File: src/rtl/radix_4_pkg.sv
// ----------------------------------------------------------------------------
// radix_4_pkg
// Shared definitions for the radix-4 divider blocks.
//   - QUOT_NEG_2..QUOT_POS_2 : bit positions of the one-hot signed quotient
//                              digit produced by the sign coder
//   - QUOT_DIG_W             : width of the one-hot digit bus
//   - otfc_state_e           : state encoding of the on-the-fly converter
// ----------------------------------------------------------------------------
package radix_4_pkg;

    localparam int QUOT_NEG_2 = 0;
    localparam int QUOT_NEG_1 = 1;
    localparam int QUOT_ZERO  = 2;
    localparam int QUOT_POS_1 = 3;
    localparam int QUOT_POS_2 = 4;
    localparam int QUOT_DIG_W = 5;

    typedef enum logic [1:0] {
        ST_IDLE = 2'd0,
        ST_ITER = 2'd1,
        ST_CORR = 2'd2,
        ST_OUT  = 2'd3
    } otfc_state_e;

endpackage

File: src/rtl/radix_4_otfc_step.sv
// ----------------------------------------------------------------------------
// radix_4_otfc_step
// One combinational on-the-fly conversion step. Appends one signed radix-4
// digit to the Q / QM pair (QM always equals Q-1). Both registers shift left
// by two and the top two bits fall off, so all values wrap modulo 2^QUOT_W.
// Ports:
//   q_i    : current Q
//   qm_i   : current QM
//   dig_i  : one-hot digit (bit indices from radix_4_pkg)
//   q_o    : next Q
//   qm_o   : next QM
//   inv_o  : digit was not one-hot; it has been applied as digit 0
// ----------------------------------------------------------------------------
module radix_4_otfc_step
    import radix_4_pkg::*;
#(
    parameter int QUOT_W = 64
) (
    input  logic [QUOT_W-1:0]     q_i,
    input  logic [QUOT_W-1:0]     qm_i,
    input  logic [QUOT_DIG_W-1:0] dig_i,
    output logic [QUOT_W-1:0]     q_o,
    output logic [QUOT_W-1:0]     qm_o,
    output logic                  inv_o
);

    logic [QUOT_W-1:0] q_sh;
    logic [QUOT_W-1:0] qm_sh;
    logic              one_hot;

    assign q_sh    = q_i << 2;
    assign qm_sh   = qm_i << 2;
    assign one_hot = $onehot(dig_i);
    assign inv_o   = ~one_hot;

    // Positive digits build from Q, negative digits borrow from QM; a zero
    // or malformed digit keeps each register on its own branch.
    always_comb begin
        q_o  = q_sh;
        qm_o = qm_sh | QUOT_W'(2'b11);
        if (one_hot) begin
            if (dig_i[QUOT_POS_2]) begin
                q_o  = q_sh | QUOT_W'(2'b10);
                qm_o = q_sh | QUOT_W'(2'b01);
            end else if (dig_i[QUOT_POS_1]) begin
                q_o  = q_sh | QUOT_W'(2'b01);
                qm_o = q_sh;
            end else if (dig_i[QUOT_NEG_1]) begin
                q_o  = qm_sh | QUOT_W'(2'b11);
                qm_o = qm_sh | QUOT_W'(2'b10);
            end else if (dig_i[QUOT_NEG_2]) begin
                q_o  = qm_sh | QUOT_W'(2'b10);
                qm_o = qm_sh | QUOT_W'(2'b01);
            end
        end
    end

endmodule

File: src/rtl/radix_4_otfc.sv
// ----------------------------------------------------------------------------
// radix_4_otfc
// Radix-4 on-the-fly quotient converter. Accepts a start request with a
// digit count, consumes that many one-hot signed digits, waits for the
// final remainder sign and then presents the corrected binary quotient.
// Ports:
//   clk, rst_n        : clock, synchronous active-low reset
//   start_valid_i/_o  : start handshake (start_ready_o high when idle)
//   iter_num_i        : digit count, clamped to QUOT_W/2
//   quot_dig_valid_i  : digit beat valid
//   quot_dig_i        : one-hot digit (-2..+2)
//   rem_valid_i       : final remainder sign valid
//   rem_neg_i         : remainder negative, result is QM instead of Q
//   quot_valid_o      : result valid
//   quot_ready_i      : result consumer ready
//   quot_o            : corrected quotient, held until next result
//   err_o             : a malformed digit was seen in this conversion
// ----------------------------------------------------------------------------
module radix_4_otfc
    import radix_4_pkg::*;
#(
    parameter int QUOT_W = 64,
    parameter int ITER_W = $clog2(QUOT_W/2+1)
) (
    input  logic                  clk,
    input  logic                  rst_n,
    input  logic                  start_valid_i,
    output logic                  start_ready_o,
    input  logic [ITER_W-1:0]     iter_num_i,
    input  logic                  quot_dig_valid_i,
    input  logic [QUOT_DIG_W-1:0] quot_dig_i,
    input  logic                  rem_valid_i,
    input  logic                  rem_neg_i,
    output logic                  quot_valid_o,
    input  logic                  quot_ready_i,
    output logic [QUOT_W-1:0]     quot_o,
    output logic                  err_o
);

    localparam logic [ITER_W-1:0] MAX_DIGITS = ITER_W'(QUOT_W/2);
    localparam logic [ITER_W-1:0] CNT_LAST   = ITER_W'(1);

    otfc_state_e       state_q, state_d;
    logic [ITER_W-1:0] cnt_q, cnt_d;
    logic [QUOT_W-1:0] q_q, q_d;
    logic [QUOT_W-1:0] qm_q, qm_d;
    logic [QUOT_W-1:0] res_q, res_d;
    logic              err_q, err_d;

    logic [ITER_W-1:0] cnt_init;
    logic [QUOT_W-1:0] q_step;
    logic [QUOT_W-1:0] qm_step;
    logic              inv_step;
    logic              start_fire;
    logic              dig_fire;
    logic              rem_fire;

    assign cnt_init   = (iter_num_i > MAX_DIGITS) ? MAX_DIGITS : iter_num_i;
    assign start_fire = (state_q == ST_IDLE) && start_valid_i;
    assign dig_fire   = (state_q == ST_ITER) && quot_dig_valid_i;
    assign rem_fire   = (state_q == ST_CORR) && rem_valid_i;

    radix_4_otfc_step #(
        .QUOT_W (QUOT_W)
    ) u_step (
        .q_i   (q_q),
        .qm_i  (qm_q),
        .dig_i (quot_dig_i),
        .q_o   (q_step),
        .qm_o  (qm_step),
        .inv_o (inv_step)
    );

    // State register.
    always_ff @(posedge clk) begin
        if (!rst_n) begin
            state_q <= ST_IDLE;
        end else begin
            state_q <= state_d;
        end
    end

    // Next-state logic. A zero digit count skips straight to correction.
    always_comb begin
        state_d = state_q;
        unique case (state_q)
            ST_IDLE: begin
                if (start_valid_i) begin
                    state_d = (cnt_init != '0) ? ST_ITER : ST_CORR;
                end
            end
            ST_ITER: begin
                if (quot_dig_valid_i && (cnt_q == CNT_LAST)) begin
                    state_d = ST_CORR;
                end
            end
            ST_CORR: begin
                if (rem_valid_i) begin
                    state_d = ST_OUT;
                end
            end
            ST_OUT: begin
                if (quot_ready_i) begin
                    state_d = ST_IDLE;
                end
            end
            default: state_d = ST_IDLE;
        endcase
    end

    // Output logic: handshake flags decode directly from the state.
    always_comb begin
        start_ready_o = (state_q == ST_IDLE);
        quot_valid_o  = (state_q == ST_OUT);
    end

    assign quot_o = res_q;
    assign err_o  = err_q;

    // Datapath next values. Everything holds unless its handshake fires.
    always_comb begin
        cnt_d = cnt_q;
        q_d   = q_q;
        qm_d  = qm_q;
        res_d = res_q;
        err_d = err_q;
        if (start_fire) begin
            cnt_d = cnt_init;
            q_d   = '0;
            qm_d  = '1;
            err_d = 1'b0;
        end
        if (dig_fire) begin
            cnt_d = cnt_q - CNT_LAST;
            q_d   = q_step;
            qm_d  = qm_step;
            err_d = err_q | inv_step;
        end
        if (rem_fire) begin
            res_d = rem_neg_i ? qm_q : q_q;
        end
    end

    // Datapath registers.
    always_ff @(posedge clk) begin
        if (!rst_n) begin
            cnt_q <= '0;
            q_q   <= '0;
            qm_q  <= '1;
            res_q <= '0;
            err_q <= 1'b0;
        end else begin
            cnt_q <= cnt_d;
            q_q   <= q_d;
            qm_q  <= qm_d;
            res_q <= res_d;
            err_q <= err_d;
        end
    end

endmodule

File: config.mk
export PLATFORM = sky130hd
export DESIGN_NAME = radix_4_otfc
export DESIGN_NICKNAME = d
export VERILOG_FILES = /design/src/rtl/radix_4_pkg.sv /design/src/rtl/radix_4_otfc_step.sv /design/src/rtl/radix_4_otfc.sv
export SDC_FILE = /design/constraint.sdc
export NUM_CORES = 1
export LEC_CHECK = 0
export CORE_MARGIN = 5
export CORE_UTILIZATION = 29
export DETAILED_ROUTE_END_ITERATION = 10
export REMOVE_ABC_BUFFERS = 1
export SLEW_MARGIN = 0
export SYNTH_ARGS = -nofsm -noshare
export SYNTH_HDL_FRONTEND = slang
export SYNTH_HIERARCHICAL = 1
export SYNTH_SLANG_ARGS = --single-unit
File: constraint.sdc
create_clock -name clk -period 5.3 [get_ports clk]
set_input_delay 1.06 -clock clk [delete_from_list [all_inputs] [get_ports clk]]
set_output_delay 1.06 -clock clk [all_outputs]
set_load 0.05 [all_outputs]
==> After elaboration in Yosys (flattened, before gate mapping) <==
Cells that the tools add are included.
Widths: inputs -> output; s select.
{ "word_totals": {"register_bits": 201, "latch_bits": 0, "ram_bits": 0, "romBits": 0, "out_inout_bits": 67, "wordCells": 57, "mem_count": 0} }
{ "classes": {"addsub": 5, "n_mul": 0, "div_mod_pow": 0, "n_lt_le_gt_ge": 1, "eq_ne": 9, "shift": 0, "muxes": 26, "n_bitwise": 2, "reduce_logical": 8} }
{ "op_table": {"columns": ["operator", "n"], "rows": [
  ["$mux 64", 13],
  ["$mux 6", 3],
  ["$mux 2", 7],
  ["$pmux 2 s4", 1],
  ["$eq 6x1->1 const B", 1],
  ["$gt 6x6->1 const B", 1],
  ["$reduce_bool 6->1", 1],
  ["$sub 6x1->6 const B", 1],
  ["$add 1x1->2", 2],
  ["$eq 2x2->1 const B", 2],
  ["$logic_and 1x1->1", 4],
  ["$ne 2x1->1 const B", 2],
  ["$ne 2x2->1 const B", 2],
  ["$reduce_and 4->1", 1],
  ["$add 3x1->3", 1],
  ["$add 3x3->3", 1],
  ["$eq 3x1->1 const B", 1],
  ["$eq 2x1->1 const B", 1],
  ["$logic_not 2->1", 1],
  ["$mux 1", 2],
  ["$reduce_bool 2->1", 1],
  ["$not 1->1", 1],
  ["$or 1x1->1", 1]
]} }

==> Depth between registers and ports, before layout <==
{ "depth": {"word_depth": 7, "ltp_mapped": 12, "ltp_nobuf": 11} }

==> Modules after synthesis <==
Netlist, hierarchy kept.
{ "modules_own_cells": {"columns": ["mod", "instances", "cells_each", "area_per_inst_um2", "seq_area_each_um2"], "rows": [
  ["radix_4_otfc", 1, 783, 7444.6, 4023.9],
  ["radix_4_otfc_step", 1, 159, 1676.6, 0.0]
]} }

==> Worst setup path before layout <==
Ideal clock, no wire load.
{ "synth_timing": {"path_kind": "input to register", "startpoint": "in quot_dig_i[1]", "endpoint": "reg q_q[10]", "setup_time_ps": 128, "arrival_time_ps": 3960, "path_slack_ps": 1213, "cell_stages": 12, "path_buffers": 1, "cell_sequence": "inv_1 -> fa_1 -> fa_1 -> inv_1 -> ha_1 -> nor3_2 -> inv_2 -> a2111oi_4 -> buf_6 -> mux2_2 -> a22oi_1 -> nor2_1"} }
{ "synth_via": {"elab_chain_cells": 6, "elab_cells_between_ends": 9} }
{ "synth_lines": {"columns": ["element", "line", "source"], "rows": [
  ["from (decl)", "radix_4_otfc.sv:31", "input logic [QUOT_DIG_W-1:0] quot_dig_i,"],
  ["$add 1x1->2 (not written as such)", "radix_4_otfc_step.sv:33", "assign one_hot = $onehot(dig_i);"],
  ["$add 3x3->3 (not written as such)", "radix_4_otfc_step.sv:33", null],
  ["$add 3x1->3 (not written as such)", "radix_4_otfc_step.sv:33", null],
  ["$eq 3x1->1", "radix_4_otfc_step.sv:33", null],
  ["$mux 64 *", "radix_4_otfc_step.sv:41", "if (one_hot) begin"],
  ["via q_step[10]", "radix_4_otfc.sv:51", "logic [QUOT_W-1:0] q_step;"],
  ["$mux 64 *", "radix_4_otfc.sv:133", "if (dig_fire) begin"],
  ["to (signal assigned)", "radix_4_otfc.sv:154", "q_q <= q_d;"],
  ["to (decl)", "radix_4_otfc.sv:45", "logic [QUOT_W-1:0] q_q, q_d;"]
]} }
The timed path passes the listed nets; every way through them passes the cells marked *.
A chain may end at the register's enable or synchronous reset.

==> Final worst setup path <==
{ "layout_timing": {"startpoint": "in quot_dig_i[3]", "endpoint": "reg q_q[31]"} }
Same word-level chain as after synthesis.

==> reports/results.txt <==
Hold Path Cell Cnt: 2
Complex-gate fraction of the synthesized area: 0.174
Initial DRC count: 376
Slew margin rel.: 0.313
Final Hold Vio Count: 0
Nets: 1009
Achievable Freq: 232 MHz
Combinational share of power: 0.319
Crit Path Class: primary input to flop
Synth Warn #: 6
Largest net degree at the start of global routing: 99
Post-cts resize count: 0
Post-cts hold buffer count: 0
P_int: 3100 uW
Synth Area in Simple Gates: 0.0956
Slew Viols, Final: 0
Initial antenna violation count: 0
Critical-path top delay cell: clkdlybuf4s50_1
Clk root buf: clkbuf_16
Clock Path Buffers: 3
R2R cell count: 6
Syn Area/Cell: 9.68 um2
Worst vdd ir: 0.391 mV
Placer Congestion: 0.741
Core area: 31300 um2
Number of synthesized register bits: 201
Area contributors post-synth: dfxtp_1, mux2_2, mux2i_1
Post-synth EDFFs: 0
Grt total ovfl: 0
Routed Wire Length: 22400 um
Vias in the first global route: 7156
Slowest Stage Delay on Critical Path: 0.57 ns
CP Cell Sequence: clkdlybuf4s50_1 -> inv_1 -> fa_1 -> fa_1 -> inv_1 -> ha_1 -> nor3_2 -> inv_2 -> a2111oi_4 -> buf_12 -> mux2_2 -> a22oi_1 -> nor2_1
Worst hold path type: flop to flop
H-tree depth: 1
Seq pwr share: 0.362
Area leader, netlist: dfxtp_1
Unrepaired setup endpoints after global routing: no
Count leader, synth: dfxtp_1
Die height: 187 um
Die width: 187 um
Setup Buffers After CTS: 0
Commonest cells in the netlist: dfxtp_1, nor2_1, mux2_2, nand2_1
Share of cells above drive strength 1: 0.182
Critical Path End Type: flop
Setup slack after layout: 0.984 ns
Max cap viols: 0
Routed WL per cell: 16.1 um
DIE AREA: 35100 um2
Status: finished, final reports clean
# DRC: 0
HPWL Detailed: 12900 um
CTS tree: done
Final ANT Viol Nets: 0
Clk_skew: 0.0112 ns
Power Density: 437 nW/um2
WP buf/inv: 5
Global-route wire length before repair: 37600 um
Port Buffer Count: 84
Clk Latency, worst-skew pair: 0.50 ns
GRT Util Overall: 0.124
Clk pwr share: 0.320
Mux cell area share after synthesis: 0.223
Via/cell ratio: 5.05
Share of the synthesized area in the top cell type: 0.441
Met2 usage: 0.207
Switching power: 1690 uW
Unique masters post-synth: 43
FP Rows: 65
Crit. path cell count: 13
Starting density of the core: 0.291
CTS clk-pin slew, worst paths: 0.06 ns
Setup violators final: 0
Xor and xnor fraction of the mapped netlist area: 0
Shortest period the worst path allows: 4.32 ns
Largest family of logic cells by synthesized area: multiplexers
Crit Path Max Fanout: 62
Final Hold Slack: 0.479 ns
FFs w/ async S/R, synth: 0
P&R area growth vs syn: 20.1%
Final period util: 0.814
Flop2flop setup slack: 2.93 ns
Post-synthesis sequential area ratio: 0.441
Top_reg_cell synth: dfxtp_1
Boundary Pins: 85
Number of buffers created by CTS: 23
Worst setup SP type: primary input
Pre-CTS setup slack: 0.488 ns
# diodes: 0
WP data arrival: 4.68 ns
CP required: 5.66 ns
Synthesized instance count: 942
Switching share of power: 0.353
Layer with the highest usage: met2
Via count: 7044
Top Family by Delay on Critical Path: buffers and inverters
DRT Pass-1 Iters: 5
Met3 usage: 0.0235
LEAKAGE: 0.00385 uW
Adder-Cell Fraction of Synth Area: 0.0167
Clock Sinks: 201
Synth Cell Area: 9120 um2
Slew @ Worst Pin: 1.03 ns
GRT met1 Usage: 0.170
-- cells by family (layout without fill, tap and decap cells) --
family / count (synthesis) / count (layout)
adder cells (fa/ha/maj): 11 / 11
flip-flops: 201 / 201
buffers and inverters: 102 / 154
multiplexers: 188 / 188
AND/OR/NAND/NOR: 221 / 221
AO/OA/AOI/OAI: 219 / 219
-- state kept, by name (all words and copies together), names as in the netlist --
register,count
q_q,64
cnt_q,6
quot_o,64
err_o,1
qm_q,64
state_q,2
-- path summary, 6_finish.rpt --
kind                      start       end
setup / recovery  quot_dig_i[3]   q_q[31]
hold / removal         qm_q[63]  qm_q[63]
setup reg to reg     state_q[1]   q_q[32]
hold reg to reg        qm_q[63]  qm_q[63]
-- power groups by stage --
stage	Sequential (uW)	Clock, uW	Combinational (uW)
after floorplan	2050	0	757
after global placement	1760	0	1530
after detailed placement	1760	0	1530
after CTS	1730	1580	1540
after global routing	1750	1640	1650
final	1730	1530	1530
-- stage by stage --
step	cells	util	TNS [ns]	cell area, um2	total power [uW]
floorplan	859	-	-21.13	8750	2810
global placement	1357	0.326	0	10200	3290
detailed placement	1357	0.326	0	10200	3300
CTS	1396	0.350	0	11000	4850
global route	1396	0.350	0	11000	5040
finish	1396	0.350	0	11000	4790
-- layout make-up --
cell class	instances	area, um2
clock buffer	34	677
clock inverter	5	53.8
fill	3155	20400
inverter	19	73.8
multi-input combinational	639	4670
sequential	201	4020
tap	402	503
timing repair buffer	96	948
-- cells in the final DEF, fill, tap and decap left out, types with 2 or more instances in the layout --
| cell | Yosys | layout |
|---|---|---|
| nor2_1 | 134 | 134 |
| dfxtp_1 | 201 | 201 |
| inv_1 | 17 | 17 |
| nor3_1 | 3 | 3 |
| ha_1 | 9 | 9 |
| clkbuf_1 | 47 | 5 |
| a21oi_1 | 7 | 7 |
| clkdlybuf4s50_1 | 0 | 82 |
| a22oi_1 | 66 | 65 |
| o211ai_1 | 2 | 2 |
| a211oi_1 | 66 | 66 |
| nand2_1 | 73 | 72 |
| mux2_2 | 120 | 120 |
| o22ai_1 | 64 | 64 |
| buf_12 | 0 | 2 |
| clkinv_2 | 0 | 3 |
| buf_4 | 0 | 11 |
| mux2i_1 | 64 | 64 |
| clkbuf_8 | 0 | 6 |
| fa_1 | 2 | 2 |
| mux2_1 | 4 | 4 |
| clkbuf_16 | 0 | 23 |
-- routing by layer --
metal  wire length [um]  vias up  share of wire
met3                929       22          0.041
met1              11000     3361           0.49
met2              10200      135           0.46
met5                  0        -              0
met4                289        0          0.013
li1                   -     3526              -
-- worst register-to-register path, cell delays in order, from the launching register on --
cell	delay [ns]
dfxtp_1	0.34
inv_1	0.09
ha_1	0.27
and2_2	0.79
buf_4	0.51
a22oi_1	0.16
nor2_1	0.14
Note: power is estimated with default switching activity, not from simulation.
